--- src/rtl/uart_rx_fifo_controller.sv ---
// UART receiver: 2-flop input synchroniser, 3-sample majority voting, runtime
// parity / stop-bit modes, break detection and a first-word-fall-through RX FIFO.
module uart_rx_fifo_controller #(
  parameter int DATA_BITS  = 8,
  parameter int OVERSAMPLE = 16,
  parameter int FIFO_DEPTH = 4
) (
  input  logic                          Clk,
  input  logic                          Resetn,
  input  logic                          Enable,
  input  logic                          baud_tick,
  input  logic                          UART_RX_I,
  input  logic [1:0]                    Parity_mode,
  input  logic                          Two_stop,
  input  logic                          Unload_data,
  input  logic                          Clear_status,
  output logic [DATA_BITS-1:0]          RX_data,
  output logic                          Empty,
  output logic                          Full,
  output logic [$clog2(FIFO_DEPTH):0]   Count,
  output logic                          Overrun,
  output logic                          Frame_error,
  output logic                          Parity_error,
  output logic                          Break_detect
);

  localparam int TW = $clog2(OVERSAMPLE);
  localparam int AW = $clog2(FIFO_DEPTH);
  localparam int CW = AW + 1;
  localparam int BW = $clog2(DATA_BITS + 1);
  localparam int M  = OVERSAMPLE / 2;
  localparam logic [TW-1:0] T_S0   = TW'(M - 1);
  localparam logic [TW-1:0] T_S1   = TW'(M);
  localparam logic [TW-1:0] T_VOTE = TW'(M + 1);
  localparam logic [TW-1:0] T_END  = TW'(OVERSAMPLE - 1);
  localparam logic [BW-1:0] B_LAST = BW'(DATA_BITS - 1);
  localparam logic [CW-1:0] C_FULL = CW'(FIFO_DEPTH);

  typedef enum logic [2:0] {IDLE, START, DATA, PARITY, STOP} state_t;
  state_t state_reg, state_next;

  logic                 rx_meta, rx_s;
  logic [TW-1:0]        tick_cnt;
  logic [BW-1:0]        bit_cnt;
  logic [1:0]           samp_reg;
  logic [DATA_BITS-1:0] shift_reg;
  logic                 par_en_reg, par_odd_reg, two_stop_reg;
  logic                 par_err_reg, par_bit_reg, stop_bad_reg;
  logic                 tick_vote, tick_end, vote, start_det, frame_done;
  logic                 stop_bad_all, is_break, push_req, do_push, do_pop;

  logic [DATA_BITS-1:0] mem [FIFO_DEPTH];
  logic [AW-1:0]        wr_ptr, rd_ptr;
  logic [CW-1:0]        count_reg;

  always_ff @(posedge Clk or negedge Resetn) begin
    if (!Resetn) begin
      rx_meta <= 1'b1;
      rx_s    <= 1'b1;
    end else begin
      rx_meta <= UART_RX_I;
      rx_s    <= rx_meta;
    end
  end

  // The third sample is the live synchronised line at the vote tick.
  assign tick_vote = baud_tick && (tick_cnt == T_VOTE);
  assign tick_end  = baud_tick && (tick_cnt == T_END);
  assign vote      = (samp_reg[0] & samp_reg[1]) | (samp_reg[0] & rx_s) | (samp_reg[1] & rx_s);
  assign start_det = (state_reg == IDLE) && Enable && !rx_s;

  always_ff @(posedge Clk or negedge Resetn) begin
    if (!Resetn) state_reg <= IDLE;
    else         state_reg <= state_next;
  end

  always_comb begin
    state_next = state_reg;
    frame_done = 1'b0;
    case (state_reg)
      IDLE:   if (start_det) state_next = START;
      START: begin
        if (tick_vote && vote) state_next = IDLE;
        else if (tick_end)     state_next = DATA;
      end
      DATA:   if (tick_end && bit_cnt == B_LAST) state_next = par_en_reg ? PARITY : STOP;
      PARITY: if (tick_end) state_next = STOP;
      STOP: begin
        if (tick_vote && (!two_stop_reg || bit_cnt != '0)) begin
          frame_done = 1'b1;
          state_next = IDLE;
        end
      end
      default: state_next = IDLE;
    endcase
    if (state_reg != IDLE && !Enable) begin
      state_next = IDLE;
      frame_done = 1'b0;
    end
  end

  always_ff @(posedge Clk or negedge Resetn) begin
    if (!Resetn) begin
      tick_cnt     <= '0;
      bit_cnt      <= '0;
      samp_reg     <= 2'b11;
      shift_reg    <= '0;
      par_en_reg   <= 1'b0;
      par_odd_reg  <= 1'b0;
      two_stop_reg <= 1'b0;
      par_err_reg  <= 1'b0;
      par_bit_reg  <= 1'b0;
      stop_bad_reg <= 1'b0;
    end else if (state_reg == IDLE) begin
      if (start_det) begin
        tick_cnt     <= '0;
        bit_cnt      <= '0;
        par_en_reg   <= ^Parity_mode;
        par_odd_reg  <= Parity_mode[1];
        two_stop_reg <= Two_stop;
        par_err_reg  <= 1'b0;
        par_bit_reg  <= 1'b0;
        stop_bad_reg <= 1'b0;
      end
    end else if (baud_tick) begin
      tick_cnt <= tick_end ? '0 : tick_cnt + 1'b1;
      if (tick_cnt == T_S0) samp_reg[0] <= rx_s;
      if (tick_cnt == T_S1) samp_reg[1] <= rx_s;
      if (tick_vote) begin
        case (state_reg)
          DATA:   shift_reg <= {vote, shift_reg[DATA_BITS-1:1]};
          PARITY: begin
            par_bit_reg <= vote;
            par_err_reg <= (^shift_reg) ^ vote ^ par_odd_reg;
          end
          STOP:   stop_bad_reg <= stop_bad_reg | ~vote;
          default: ;
        endcase
      end
      if (tick_end) begin
        case (state_reg)
          DATA:    bit_cnt <= (bit_cnt == B_LAST) ? '0 : bit_cnt + 1'b1;
          STOP:    bit_cnt <= BW'(1);
          default: ;
        endcase
      end
    end
  end

  // Frame outcome is resolved on the final stop vote, using that vote directly.
  assign stop_bad_all = stop_bad_reg | ~vote;
  assign is_break     = (shift_reg == '0) && !(par_en_reg && par_bit_reg);
  assign push_req     = frame_done && !stop_bad_all;
  assign do_pop       = Unload_data && (count_reg != '0);
  assign do_push      = push_req && ((count_reg != C_FULL) || do_pop);

  always_ff @(posedge Clk or negedge Resetn) begin
    if (!Resetn) begin
      wr_ptr    <= '0;
      rd_ptr    <= '0;
      count_reg <= '0;
    end else begin
      if (do_push) wr_ptr <= wr_ptr + 1'b1;
      if (do_pop)  rd_ptr <= rd_ptr + 1'b1;
      if (do_push && !do_pop)      count_reg <= count_reg + 1'b1;
      else if (!do_push && do_pop) count_reg <= count_reg - 1'b1;
    end
  end

  always_ff @(posedge Clk) begin
    if (do_push) mem[wr_ptr] <= shift_reg;
  end

  assign RX_data = (count_reg == '0) ? '0 : mem[rd_ptr];
  assign Empty   = (count_reg == '0);
  assign Full    = (count_reg == C_FULL);
  assign Count   = count_reg;

  always_ff @(posedge Clk or negedge Resetn) begin
    if (!Resetn) begin
      Overrun      <= 1'b0;
      Frame_error  <= 1'b0;
      Parity_error <= 1'b0;
      Break_detect <= 1'b0;
    end else begin
      Overrun      <= (push_req && !do_push) | (Overrun & ~Clear_status);
      Frame_error  <= (frame_done && stop_bad_all) | (Frame_error & ~Clear_status);
      Parity_error <= (push_req && par_err_reg) | (Parity_error & ~Clear_status);
      Break_detect <= (frame_done && stop_bad_all && is_break) | (Break_detect & ~Clear_status);
    end
  end

endmodule

--- config.mk ---
export PLATFORM = sky130hd
export DESIGN_NAME = uart_rx_fifo_controller
export DESIGN_NICKNAME = d
export VERILOG_FILES = /design/src/rtl/uart_rx_fifo_controller.sv
export SDC_FILE = /design/constraint.sdc
export NUM_CORES = 1
export LEC_CHECK = 0
export BUFFER_PORTS_ARGS = -buffer_cell sky130_fd_sc_hd__buf_2
export CORE_MARGIN = 10
export CORE_UTILIZATION = 59
export CTS_CLUSTER_DIAMETER = 60
export DETAILED_ROUTE_END_ITERATION = 10
export GPL_TIMING_DRIVEN = 0
export HOLD_SLACK_MARGIN = 0.1
export PLACE_DENSITY_LB_ADDON = 0.1
export SLEW_MARGIN = 20
export SYNTH_ARGS = -nofsm -noshare
export SYNTH_HDL_FRONTEND = slang
export SYNTH_SLANG_ARGS = --single-unit
--- constraint.sdc ---
create_clock -name Clk -period 3.5 [get_ports Clk]
set_input_delay 0.525 -clock Clk [delete_from_list [all_inputs] [get_ports Clk]]
set_output_delay 0.525 -clock Clk [all_outputs]
set_load 0.02 [all_outputs]
Word level (Yosys, flattened, before mapping)
Memory sizes are Yosys's and may differ from the RTL's.
Cells that the tools add are included.
{"block": "classes", "n_addsub": 6, "eq_ne": 17, "muxes": 39, "bitwise_logic": 19, "reduce_logical": 52}
{"operator": "$mux 4", "n": 8}
{"operator": "$mux 3", "n": 10}
{"operator": "$logic_and 1x1->1", "n": 19}
{"operator": "$mux 1", "n": 18}
{"operator": "$reduce_and 4->1", "n": 4}
{"operator": "$pmux 3 s5", "n": 1}
{"operator": "$eq 4x4->1 const B", "n": 3}
{"operator": "$ne 3x3->1 const B", "n": 4}
{"operator": "$reduce_bool 2->1", "n": 6}
{"operator": "$reduce_bool 3->1", "n": 3}
{"operator": "$add 4x1->4 const B", "n": 2}
{"operator": "$eq 4x3->1 const B", "n": 2}
{"operator": "$logic_not 8->1", "n": 1}
{"operator": "$mux 8", "n": 1}
{"operator": "$pmux 4 s2", "n": 1}
{"operator": "$reduce_xor 8->1", "n": 1}
{"operator": "$and 1x1->1", "n": 7}
{"operator": "$logic_not 1->1", "n": 7}
{"operator": "$or 1x1->1", "n": 7}
{"operator": "$eq 3x2->1 const B", "n": 2}
{"operator": "$eq 3x3->1 const B", "n": 2}
{"operator": "$logic_not 3->1", "n": 2}
{"operator": "$reduce_and 3->1", "n": 2}
{"operator": "$reduce_and 5->1", "n": 1}
{"operator": "13 further kinds", "n": 19}
{"block": "word_totals", "register_bits": 40, "ramBits": 32, "output_inout_bits": 17, "wordCells": 155, "n_memories": 1}
{"memory": "mem", "depth": 4, "width": 8, "read_ports": 1, "rd_ports_with_merged_regs": 0, "write_ports": 1, "line": "52", "text": "logic [DATA_BITS-1:0] mem [FIFO_DEPTH];"}

Longest topological paths before layout
Gate-level depths: netlist of the first run.
{"block": "logic_depth", "word_depth": 12, "depth_mapped": 13, "depth_no_buf": 12}

Worst setup path before layout of the first run
Ideal clock, no wire load.
{"block": "synth_path", "kind": "register -> register", "start": "reg count_reg[0], in the netlist Count[0]", "end": "reg count_reg[1], in the netlist Count[1]", "setup_ps": 125, "arrival_time_ps": 2385, "t_required_ps": 3375, "path_slack_ps": 990, "path_stages_with_launch": 8, "path_buffers": 0, "synth_period_minus_slack_ps": 2510, "path_cell_list": "dfrtp_1 > nor3b_1 > nor2b_1 > nor2_2 > ha_1 > inv_1 > fa_1 > mux2_2"}
{"block": "synth_via", "elab_chain_len": 7, "word_cells_on_any_way": 14, "cone_classes": "2 x add/sub; 1 x eq/ne; 2 x mux; 9 x reduce/logical"}
{"element": "start, declared", "line": "54", "text": "logic [CW-1:0] count_reg;"}
{"element": "start signal, assigned", "line": "165", "text": "if (do_push && !do_pop) count_reg <= count_reg + 1'b1;"}
{"element": "start signal, assigned", "line": "166", "text": "else if (!do_push && do_pop) count_reg <= count_reg - 1'b1;"}
{"element": "$reduce_bool 3->1", "line": "154", "text": "assign do_pop = Unload_data && (count_reg != '0);"}
{"element": "$logic_and 1x1->1", "line": "154"}
{"element": "$logic_or 1x1->1 *", "line": "155", "text": "assign do_push = push_req && ((count_reg != C_FULL) || do_pop);"}
{"element": "$logic_and 1x1->1 *", "line": "155"}
{"element": "named net do_push", "line": "50", "text": "logic stop_bad_all, is_break, push_req, do_push, do_pop;"}
{"element": "$logic_not 1->1", "line": "166"}
{"element": "$logic_and 1x1->1", "line": "166"}
{"element": "$reduce_bool 2->1 (no source line)"}
Mark *: on every way through the listed nets, which the timed path passes. The rest lies on a longest branch. The select of a mux whose other input is x is not followed.
A chain may end at the register's enable or synchronous reset.

Worst setup path after layout of the first run
{"block": "layout_path", "start": "reg state_reg[1]", "end": "reg count_reg[2], in the netlist Count[2]"}
{"block": "layout_via", "elab_chain_len": 8, "word_cells_on_any_way": 12, "cone_classes": "1 x eq/ne; 3 x mux; 8 x reduce/logical"}
{"element": "start, declared", "line": "40", "text": "state_t state_reg, state_next;"}
{"element": "start signal, assigned", "line": "74", "text": "else state_reg <= state_next;"}
{"element": "$eq 3x3->1 or $reduce_bool 3->1 (tied branches)", "line": "80, 96"}
{"element": "$mux 1 or $logic_and 1x1->1 (tied branches)", "line": "80, 96"}
{"element": "$mux 1 *", "line": "96", "text": "if (state_reg != IDLE && !Enable) begin"}
{"element": "$logic_and 1x1->1 *", "line": "153", "text": "assign push_req = frame_done && !stop_bad_all;"}
{"element": "$logic_and 1x1->1 *", "line": "155"}
{"element": "named net do_push", "line": "50"}
{"element": "$logic_not 1->1", "line": "166"}
{"element": "$logic_and 1x1->1", "line": "166"}
{"element": "$reduce_bool 2->1 (no source line)"}
Mark *: on every way through the listed nets, which the timed path passes. The rest lies on a longest branch.

==> impl_results.md, run 1 <==
- Nets@finish: between 300 and 400
- WL final: between 6 and 7 mm
- Setup TNS Final: 0 ps
- Synth Flop Type: dfrtp_1
- Most frequent cells after synthesis: 36 x dfrtp_1, 32 x edfxtp_1, 25 x nand2_1
- Final Critical Period: roughly 2900 ps
- Crit. End Element: register
- Die area: slightly above 0.009 mm2
- Number of setup buffers added after CTS: 0
- Fmax: ~0.35 GHz
- Largest net degree at the start of global routing: just over 40
- Most common cell in the netlist: dfrtp_1
- Number of synthesized flops with an enable pin: 32
- Die Span X: 96.0 um
- Starting DRT DRC Count: 106
- Setup violations, final: 0
- Remaining DRCs: 0
- Die Y: ~96 um
- Area fraction of the dominant cell type after synthesis: 0.282
- GPL Wtd Cong: a little under 0.9
- RSZ-0062 raised after global routing: false
- Synth Area in Simple Gates: 0.120
- Initial cell density of the core: 0.615
- WL per Instance: roughly 16 um
- Yosys warnings: 0
- Clock sinks: between 70 and 80
- Input/output buffers: 26
- First-pass GRT wire length: roughly 10 mm
- Peak VDD IR: 0.371 mV
- Tcrit/Tclk final: 0.817
- Lkg Pwr: around 1.5 nW
- Count of pins over their slew limit: 0
- Final ANT Viol Nets: 0
- N_diodes: 0
- Synth Area in Adders: 0.0632
- WL met3: around 260 um
- Type of element launching the critical path: register
- Ys async rst share: 0.556
- Count of cell types in the netlist: between 50 and 60
- FP Rows: 27
- GRT Total Usage: 0.144
- Slew headroom: 0.407
- Grt ovf: 0
- P per Cell Area: ~700 mW/mm2
- CTS buffer count: 9
- Post-DP HPWL: between 4 and 5 mm
- Htree depth: 3
- Mux share of post-synthesis cell area: 0.0827
- Sequential element share of the synthesized area: 0.578
- Met1 wire length: between 2 and 3 mm
- Final Skew: ~8.3 ps
- Largest area contributor in the netlist: edfxtp_1
- Critical path class: reg2reg
- Post-synthesis cell count: between 200 and 300
- IO Count: 27
- Ranking of synthesized cells by area: edfxtp_1 28%, dfrtp_1 26%, mux4_2 5.3%, ha_1 5.1%, dfstp_2 3.1%
- Main combinational cell family by area after synthesis: simple AND/OR/NAND/NOR gates
- Met2 routed WL: 3.06 mm
- Cts hold-fix bufs: 0
- First-pass DRT Iterations: 4
- Fin. Hold Viols: 0
- Fill cell count: 433
- Worst-path maximum fanout: 10
- CTS tree: done
- Vias per std cell: 5.53
- Root Driver: clkbuf_8
- Compound-Gate Fraction of Synth Area: 0.0882
- Antenna violations before repair: 0
- Data arrival, critical path: roughly 3100 ps
- P&R area growth vs syn: 11.2%
- Clk Latency, worst-skew pair: ~340 ps
- Syn Nets: ~300
- Core area: between 0.005 and 0.006 mm2
- Clock-pin transition on the worst setup and hold timing paths: about 80 ps
- Worst endpoint required time: 3770 ps
- Worst Tran Pin Value: 890 ps
- Max-cap violations: 0
- Top routing layer used: met4
- Type of the worst min-delay path: in2reg
- #FFs+latches synth: 72
- Post-synthesis xor/xnor area fraction: 0.0309
- Vias: approximately 2,100
- Syn_area_per_cell: about 13 um2
- Number of global-route vias before repair: approximately 2,200
- Share of layout cells above drive strength 1: 0.223
- # resized after CTS: 0
- Core Util, Final: 0.684
- Outcome: finished, final reports clean
- Flip-flop count of the largest register after layout: 32
- Cell Area, Synth: 0.00341 mm2
- CTS Buffer Depth: 2
[worst max-delay path: stages (launching register included)]
cell and delay [ps]:
dfrtp_1 390, clkbuf_2 190, nor2_1 390, and3_1 310
nand3_1 130, nor2_2 270, ha_1 240, inv_1 60
fa_1 370, xor2_1 150, nor2_1 140, xor2_1 150
[worst paths after layout]
path,start,to,slack [ps],cells past startpoint
max in group asynchronous,Resetn,par_bit_reg$_DFFE_PN0P_,2630,1
worst max-delay path,state_reg[1]$_DFFE_PN0P_,Count[2]$_DFFE_PN0P_,640,11
worst min-delay path,UART_RX_I,rx_meta$_DFF_PN1_,280,1
worst max register to register,state_reg[1]$_DFFE_PN0P_,Count[2]$_DFFE_PN0P_,640,11
min in group asynchronous,Resetn,tick_cnt[0]$_DFFE_PN0P_,300,1
worst min register to register,rx_meta$_DFF_PN1_,rx_s$_DFF_PN1_,360,0
[placed cells by master (no fill, tap or decap), types with 3 or more instances in the layout]
master    instances
dfrtp_1          36
edfxtp_1         32
buf_2            29
nand2_1          25
inv_1            22
o21ai_0          17
ha_1             14
and2_1           12
nand3_1           9
xnor2_1           9
clkbuf_8          9
mux4_2            8
mux2_2            6
nor2_1            5
a21oi_1           5
clkbuf_1          4
dfstp_2           4
or3_1             3
nor3b_1           3
nor2b_1           3
mux2_1            3
xor2_1            3
nor3_1            3
a22o_1            3
[cell type report]
| cell class | instances | area [um2] | share of cell area |
|---|---|---|---|
| flip-flops and latches | 72 | 1970 | 0.519 |
| multi-input cells | 166 | 1310 | 0.346 |
| repair buffers | 26 | 130 | 0.0344 |
| clock buffers | 9 | 124 | 0.0327 |
| well taps | 72 | 90.1 | 0.0238 |
| inverters | 22 | 82.6 | 0.0218 |
| plain buffers | 9 | 46.3 | 0.0122 |
| clock inverters | 6 | 37.5 | 0.00991 |
[through the flow]
stage	area, um2	hold WS, ps	power (mW)	worst slack [ps]	cells
finish	3790	275	2.61	640	382
global route	3790	264	2.80	409	382
CTS	3790	261	2.63	648	382
detailed placement	3630	347	2.08	680	367
global placement	3630	346	2.06	714	367
floorplan	3410	229	1.82	990	269
[per-layer routing]
metal	vias to the layer above	track usage
met2	36	0.245
met1	1024	0.168
met3	10	0.0459
li1	1041	-
met4	0	0.0491
met5	-	0
[cell families (layout without fill, tap and decap cells)]
logic type,Yosys count,in the layout
fa+ha+maj,17,17
flops,72,72
buf+inv,31,72
xor+xnor,12,12
simple gates,76,76
mux,17,17
compound gates,44,44
[power by group]
part | switching (mW) | internal (mW) | total, mW
Sequential | 0.0911 | 0.990 | 1.08
Combinational | 0.560 | 0.418 | 0.978
Clock | 0.300 | 0.249 | 0.549
Total | 0.951 | 1.66 | 2.61
Note: power is estimated with default switching activity, not from simulation.
==> run 2: changes to the inputs <==
- CORE_UTILIZATION: 59 -> 54
- clock period: 3.5 -> 2.45 ns (I/O delays scaled with it)
==> impl_results.md, run 2 (synthesis gave the netlist of run 1 again) <==
- Outcome: finished, final reports clean
- Count of pins over their slew limit: 0 (unchanged)
- CTS buffer count: 9 (unchanged)
- GRT Total Usage: 0.135 (-0.00884)
- R2R Path End: Count[2]$_DFFE_PN0P_
- IO Count: 27 (unchanged)
- Critical path class: reg2reg
- Dpl cells: 370 (+0.82%)
- Worst Tran Pin Value: 919 ps (+28.9 ps)
- Share of layout cells above drive strength 1: 0.274 (+0.0516)
- Peak VDD IR: 0.597 mV (+61%)
- Max-cap violations: 0 (unchanged)
- Fill cell count: 454 (+4.8%)
- Final Skew: 4.98 ps (-3.31 ps)
- RSZ-0062 raised after global routing: true
- Antenna violations before repair: 0 (unchanged)
- Remaining DRCs: 0 (unchanged)
- Fmax: 0.430 GHz (+23%)
- R2r startpoint: tick_cnt[1]$_DFFE_PN0P_
- Most common cell after layout, fill and taps aside: dfrtp_1
- Input/output buffers: 26 (unchanged)
- First-pass GRT wire length: 10.5 mm (+2.4%)
- CTS tree: done
- Grt ovf: 0 (unchanged)
- Root Driver: clkbuf_8
- Die Y: 99.4 um (+3.6%)
- Lkg Pwr: 1.62 nW (+5.5%)
- Setup WS post-layout: 124 ps (-516 ps)
- Largest net degree at the start of global routing: 41 (unchanged)
- Htree depth: 3 (unchanged)
- Nets@finish: 341 (+3.0%)
- Type of the worst min-delay path: in2async
- Die Span X: 99.4 um (+3.6%)
- N_diodes: 0 (unchanged)
- Die area: 0.00988 mm2 (+7.3%)
- FP Rows: 28 (+3.7%)
- Slew headroom: 0.387 (-0.0192)
- Clk Latency, worst-skew pair: 350 ps (about the same)
- Setup violations, final: 0 (unchanged)
- Initial cell density of the core: 0.565 (-0.0495)
- Core area: 0.00603 mm2 (+8.8%)
- Smallest hold slack: 142 ps (-133 ps)
- Type of element launching the critical path: register
- Worst endpoint required time: 2730 ps (-1040 ps)
- P per Cell Area: 1020 mW/mm2 (+47%)
- GPL Wtd Cong: 0.855 (-1.7%)
- Worst R2R Path Depth: 13 (+2)
- Starting DRT DRC Count: 54 (-49%)
- Register area: 0.00197 mm2 (unchanged)
- Flip-flop count of the largest register after layout: 32 (unchanged)
- Setup slack, reg-to-reg: 120 ps (-520 ps)
- Non-filler cells, final: 396 (+3.7%)
- Vias: 2,144 (+1.6%)
- Worst-path maximum fanout: 5 (-5)
- Vias per std cell: 5.41 (-2.0%)
- Tcrit/Tclk final: 0.949 (+0.132)
- Post-DP HPWL: 4.45 mm (+3.6%)
- Fin. Hold Viols: 0 (unchanged)
- Number of global-route vias before repair: 2,218 (+0.96%)
- Final ANT Viol Nets: 0 (unchanged)
- Clock-pin transition on the worst setup and hold timing paths: 70 ps (about the same)
- P&R area growth vs syn: 16.9%
- Final Critical Period: 2330 ps (-534 ps)
- First-pass DRT Iterations: 4 (unchanged)
- Most frequent cells in the layout: 36 x dfrtp_1, 32 x edfxtp_1, 29 x buf_2
- Multi-input gate area: 0.00137 mm2 (+4.8%)
- Pwr Total: 4.04 mW (+55%)
- Clock sinks: 72 (unchanged)
- Data arrival, critical path: 2600 ps (-530 ps)
- DP Worst Slack: -434 ps (-1110 ps)
- WL final: 6.29 mm (+3.9%)
- CTS Buffer Depth: 2 (unchanged)
- WL per Instance: 15.9 um (+0.24%)
- Crit. End Element: register
==> run 2: power by group <==
part	switching [mW]	internal [mW]	total (mW)
Clock	0.434	0.574	1.01
Sequential	0.134	1.41	1.55
Combinational	0.831	0.655	1.49
==> run 2: through the flow <==
stage / utilization / cell area (um2) / setup TNS (ps)
floorplan: - / 3410 / 0
global placement: 0.603 / 3630 / -689
detailed placement: 0.603 / 3630 / -2020
CTS: 0.650 / 3920 / 0
global route: 0.661 / 3980 / -27.0
finish: 0.661 / 3980 / 0
==> run 2: worst max-delay path by stage <==
stage	startpoint	endpoint	slack, ps	cells after the start
floorplan	tick_cnt[1]$_DFFE_PN0P_	Count[2]$_DFFE_PN0P_	3	13
global placement	rx_s$_DFF_PN1_	Count[2]$_DFFE_PN0P_	-320	10
detailed placement	rx_s$_DFF_PN1_	Count[2]$_DFFE_PN0P_	-430	10
CTS	tick_cnt[1]$_DFFE_PN0P_	Count[2]$_DFFE_PN0P_	40	13
global route	tick_cnt[1]$_DFFE_PN0P_	Count[2]$_DFFE_PN0P_	-30	13
finish	tick_cnt[1]$_DFFE_PN0P_	Count[2]$_DFFE_PN0P_	120	13
==> run 2: cell type report <==
| class | count | area share |
|---|---|---|
| Clock buffer | 11 | 0.0330 |
| Tap cell | 75 | 0.0236 |
| Buffer | 9 | 0.0116 |
| Sequential cell | 72 | 0.494 |
| Timing Repair Buffer | 36 | 0.0522 |
| Inverter | 22 | 0.0207 |
| Clock inverter | 5 | 0.0204 |
| Multi-Input combinational cell | 166 | 0.345 |
==> run 2: critical path, cell delays in order (launching register included) <==
cell and delay, ps:
dfrtp_1 390, inv_2 60, ha_1 130, and4b_1 210, buf_6 120, o31a_4 150
nand3_4 80, nor2_4 120, ha_4 140, inv_2 50, fa_2 370, xor2_1 150
nor2_1 130, xor2_1 150
==> run 2: routing by layer <==
layer	global-route usage	routed length [um]	vias to the layer above
met1	0.148	2660	1047
met4	0.0761	121	0
met3	0.0339	220	10
met2	0.234	3290	27
li1	-	-	1060
met5	0	0	-
==> run 2: repair_timing <==
action	4_1_cts	5_1_grt
hold buffers	1	0
endpoints found under the hold margin	1	0
gates cloned	0	0
gates resized for setup	10	5
endpoints found under the setup margin	34	2
setup buffers	3	6
pin swaps	1	6
==> run 3: changes to the inputs <==
- ABC_AREA: default -> 0
- CORE_UTILIZATION: 54 -> 35
- clock period: 2.45 -> 2.55 ns (I/O delays scaled with it)
==> impl_results.md, run 3 (synthesis gave the netlist of run 1 again) <==
- Root Driver: clkbuf_8
- Die area: 0.0141 mm2 (+42%)
- Htree depth: 3 (unchanged)
- WL per Instance: 15.1 um (-4.9%)
- Nets@finish: 338 (-0.88%)
- Most frequent cells in the layout: 36 x dfrtp_1, 32 x edfxtp_1, 29 x buf_2
- GRT Total Usage: 0.101 (-0.0340)
- Top cell by count, worst path: xor2_1
- Max-cap violations: 0 (unchanged)
- Worst-path maximum fanout: 4 (-1)
- WL final: 6.75 mm (+7.3%)
- Flip-flop count of the largest register after layout: 32 (unchanged)
- Type of element launching the critical path: register
- First-pass DRT Iterations: 4 (unchanged)
- Multi-input gate area: 0.00137 mm2 (-0.37%)
- GPL Wtd Cong: 0.770 (-9.9%)
- Core area: 0.00937 mm2 (+56%)
- Slew headroom: 0.379 (-0.00831)
- Final ANT Viol Nets: 0 (unchanged)
- Outcome: finished, final reports clean
- CP max-delay cell: dfrtp_1
- Vias: 2,142 (-0.093%)
- Register area: 0.00197 mm2 (unchanged)
- Lkg Pwr: 1.60 nW (-1.0%)
- Clk Latency, worst-skew pair: 360 ps (about the same)
- Peak VDD IR: 0.423 mV (-29%)
- Setup TNS Final: 0 ps (unchanged)
- Data arrival, critical path: 2660 ps (+60 ps)
- Tcrit/Tclk final: 0.935 (-0.0143)
- Count of pins over their slew limit: 0 (unchanged)
- Clock-pin transition on the worst setup and hold timing paths: 90 ps (+20 ps)
- CTS tree: done
- Type of the worst min-delay path: in2async
- FP Rows: 35 (+25%)
- Most common cell after layout, fill and taps aside: dfrtp_1
- Setup slack, reg-to-reg: 170 ps (+40 ps)
- Smallest hold slack: 137 ps (-4.62 ps)
- DP Worst Slack: -333 ps (+101 ps)
- Placed Area: 0.00370 mm2 (+1.7%)
- Worst Tran Pin Value: 931 ps (+12.5 ps)
- Antenna violations before repair: 0 (unchanged)
- Initial cell density of the core: 0.363 (-0.202)
- P per Cell Area: 960 mW/mm2 (-5.4%)
- Critical path class: reg2reg
- Starting DRT DRC Count: 93 (+72%)
- Remaining DRCs: 0 (unchanged)
- Crit. End Element: register
- Pwr Total: 3.86 mW (-4.5%)
- Final Instance Area: 0.00402 mm2 (+0.94%)
- Final Critical Period: 2380 ps (+58.4 ps)
- Die Y: 119 um (+19%)
- Setup WS post-layout: 166 ps (+41.6 ps)
- N_diodes: 0 (unchanged)
- Largest net degree at the start of global routing: 41 (unchanged)
- Clock sinks: 72 (unchanged)
- CP peak stage delay: 420 ps (+30 ps)
- CP Cell Sequence: inv_2 -> ha_1 -> and4b_1 -> buf_6 -> o31a_4 -> nand3_4 -> nor2_4 -> ha_4 -> inv_1 -> fa_2 -> xor2_1 -> nor2_1 -> xor2_1
- Final Skew: 10.3 ps (+5.33 ps)
- Fill cell count: 918 (+100%)
- Input/output buffers: 26 (unchanged)
- CTS buffer count: 9 (unchanged)
- CTS Buffer Depth: 2 (unchanged)
- Number of global-route vias before repair: 2,304 (+3.9%)
- First-pass GRT wire length: 11.7 mm (+11%)
- Fin. Hold Viols: 0 (unchanged)
- Worst endpoint required time: 2830 ps (+100 ps)
- Vias per std cell: 4.79 (-11%)
- Post-DP HPWL: 4.71 mm (+5.7%)
- Die Span X: 119 um (+19%)
- Setup violations, final: 0 (unchanged)
- Share of layout cells above drive strength 1: 0.267 (-0.00685)
- Fmax: 0.419 GHz (-2.5%)
- P&R area growth vs syn: 18.0%
- IO Count: 27 (unchanged)
- Grt ovf: 0 (unchanged)
-- run 3: cell count changes in the layout (fill, tap and decap cells not counted), sizes merged --
cell	change
clkinv	-1
buf	-3
bufinv	-1
inv	+4
clkbuf	-2
-- run 3: area by class of cell --
| cell class | instances | area share |
|---|---|---|
| clock buffer | 9 | 0.0308 |
| buffer | 9 | 0.0115 |
| sequential | 72 | 0.489 |
| tap | 129 | 0.0401 |
| inverter | 22 | 0.0205 |
| multi-input combinational | 166 | 0.340 |
| clock inverter | 7 | 0.0215 |
| timing repair buffer | 33 | 0.0461 |
-- run 3: path summary, 6_finish.rpt --
kind                                          from  cells past startpoint                       end
max                        tick_cnt[1]$_DFFE_PN0P_                     13      Count[2]$_DFFE_PN0P_
min                                         Resetn                      1    bit_cnt[1]$_DFFE_PN0P_
max reg2reg                tick_cnt[1]$_DFFE_PN0P_                     13      Count[2]$_DFFE_PN0P_
min reg2reg                      rx_meta$_DFF_PN1_                      0            rx_s$_DFF_PN1_
max in group asynchronous                   Resetn                      1      Count[0]$_DFFE_PN0P_
min in group Clk                          Two_stop                      2  two_stop_reg$_DFFE_PN0P_
-- run 3: power breakdown --
part	total, mW	switching [mW]	internal (mW)
Clock	0.964	0.490	0.474
Sequential	1.49	0.132	1.36
Combinational	1.41	0.795	0.613
Total	3.86	1.42	2.44
-- run 3: repair_timing --
item / CTS / global route
endpoints found under the hold margin: 1 / 0
buffers inserted: 1 / 5
endpoints found under the setup margin: 10 / 2
pin swaps: 1 / 5
gates cloned: 0 / 0
resized for setup: 8 / 6
hold buffers: 1 / 0
-- run 3: stage by stage --
step	instances	util
2_1_floorplan	269	-
3_3_place_gp	424	0.395
3_5_place_dp	424	0.395
4_1_cts	442	0.422
5_1_grt	447	0.429
6_report	447	0.429
-- run 3: worst max-delay path: cells and delay by family (launching register included) --
family                     cells  cell delay [ps]
buffers and inverters          3              240
and+or+nand+nor                4              580
xor gates and xnor gates       2              300
DFF                            1              420
AOI/OAI and AO/OA              1              170
adders and majority gates      3              610
-- run 3: layer usage --
layer / global-route usage / part of all wire / vias up
met2: 0.168 / 0.49 / 23
met3: 0.0309 / 0.038 / 10
li1: - / - / 1051
met1: 0.119 / 0.45 / 1058
met4: 0.0412 / 0.018 / 0
met5: 0 / 0 / -
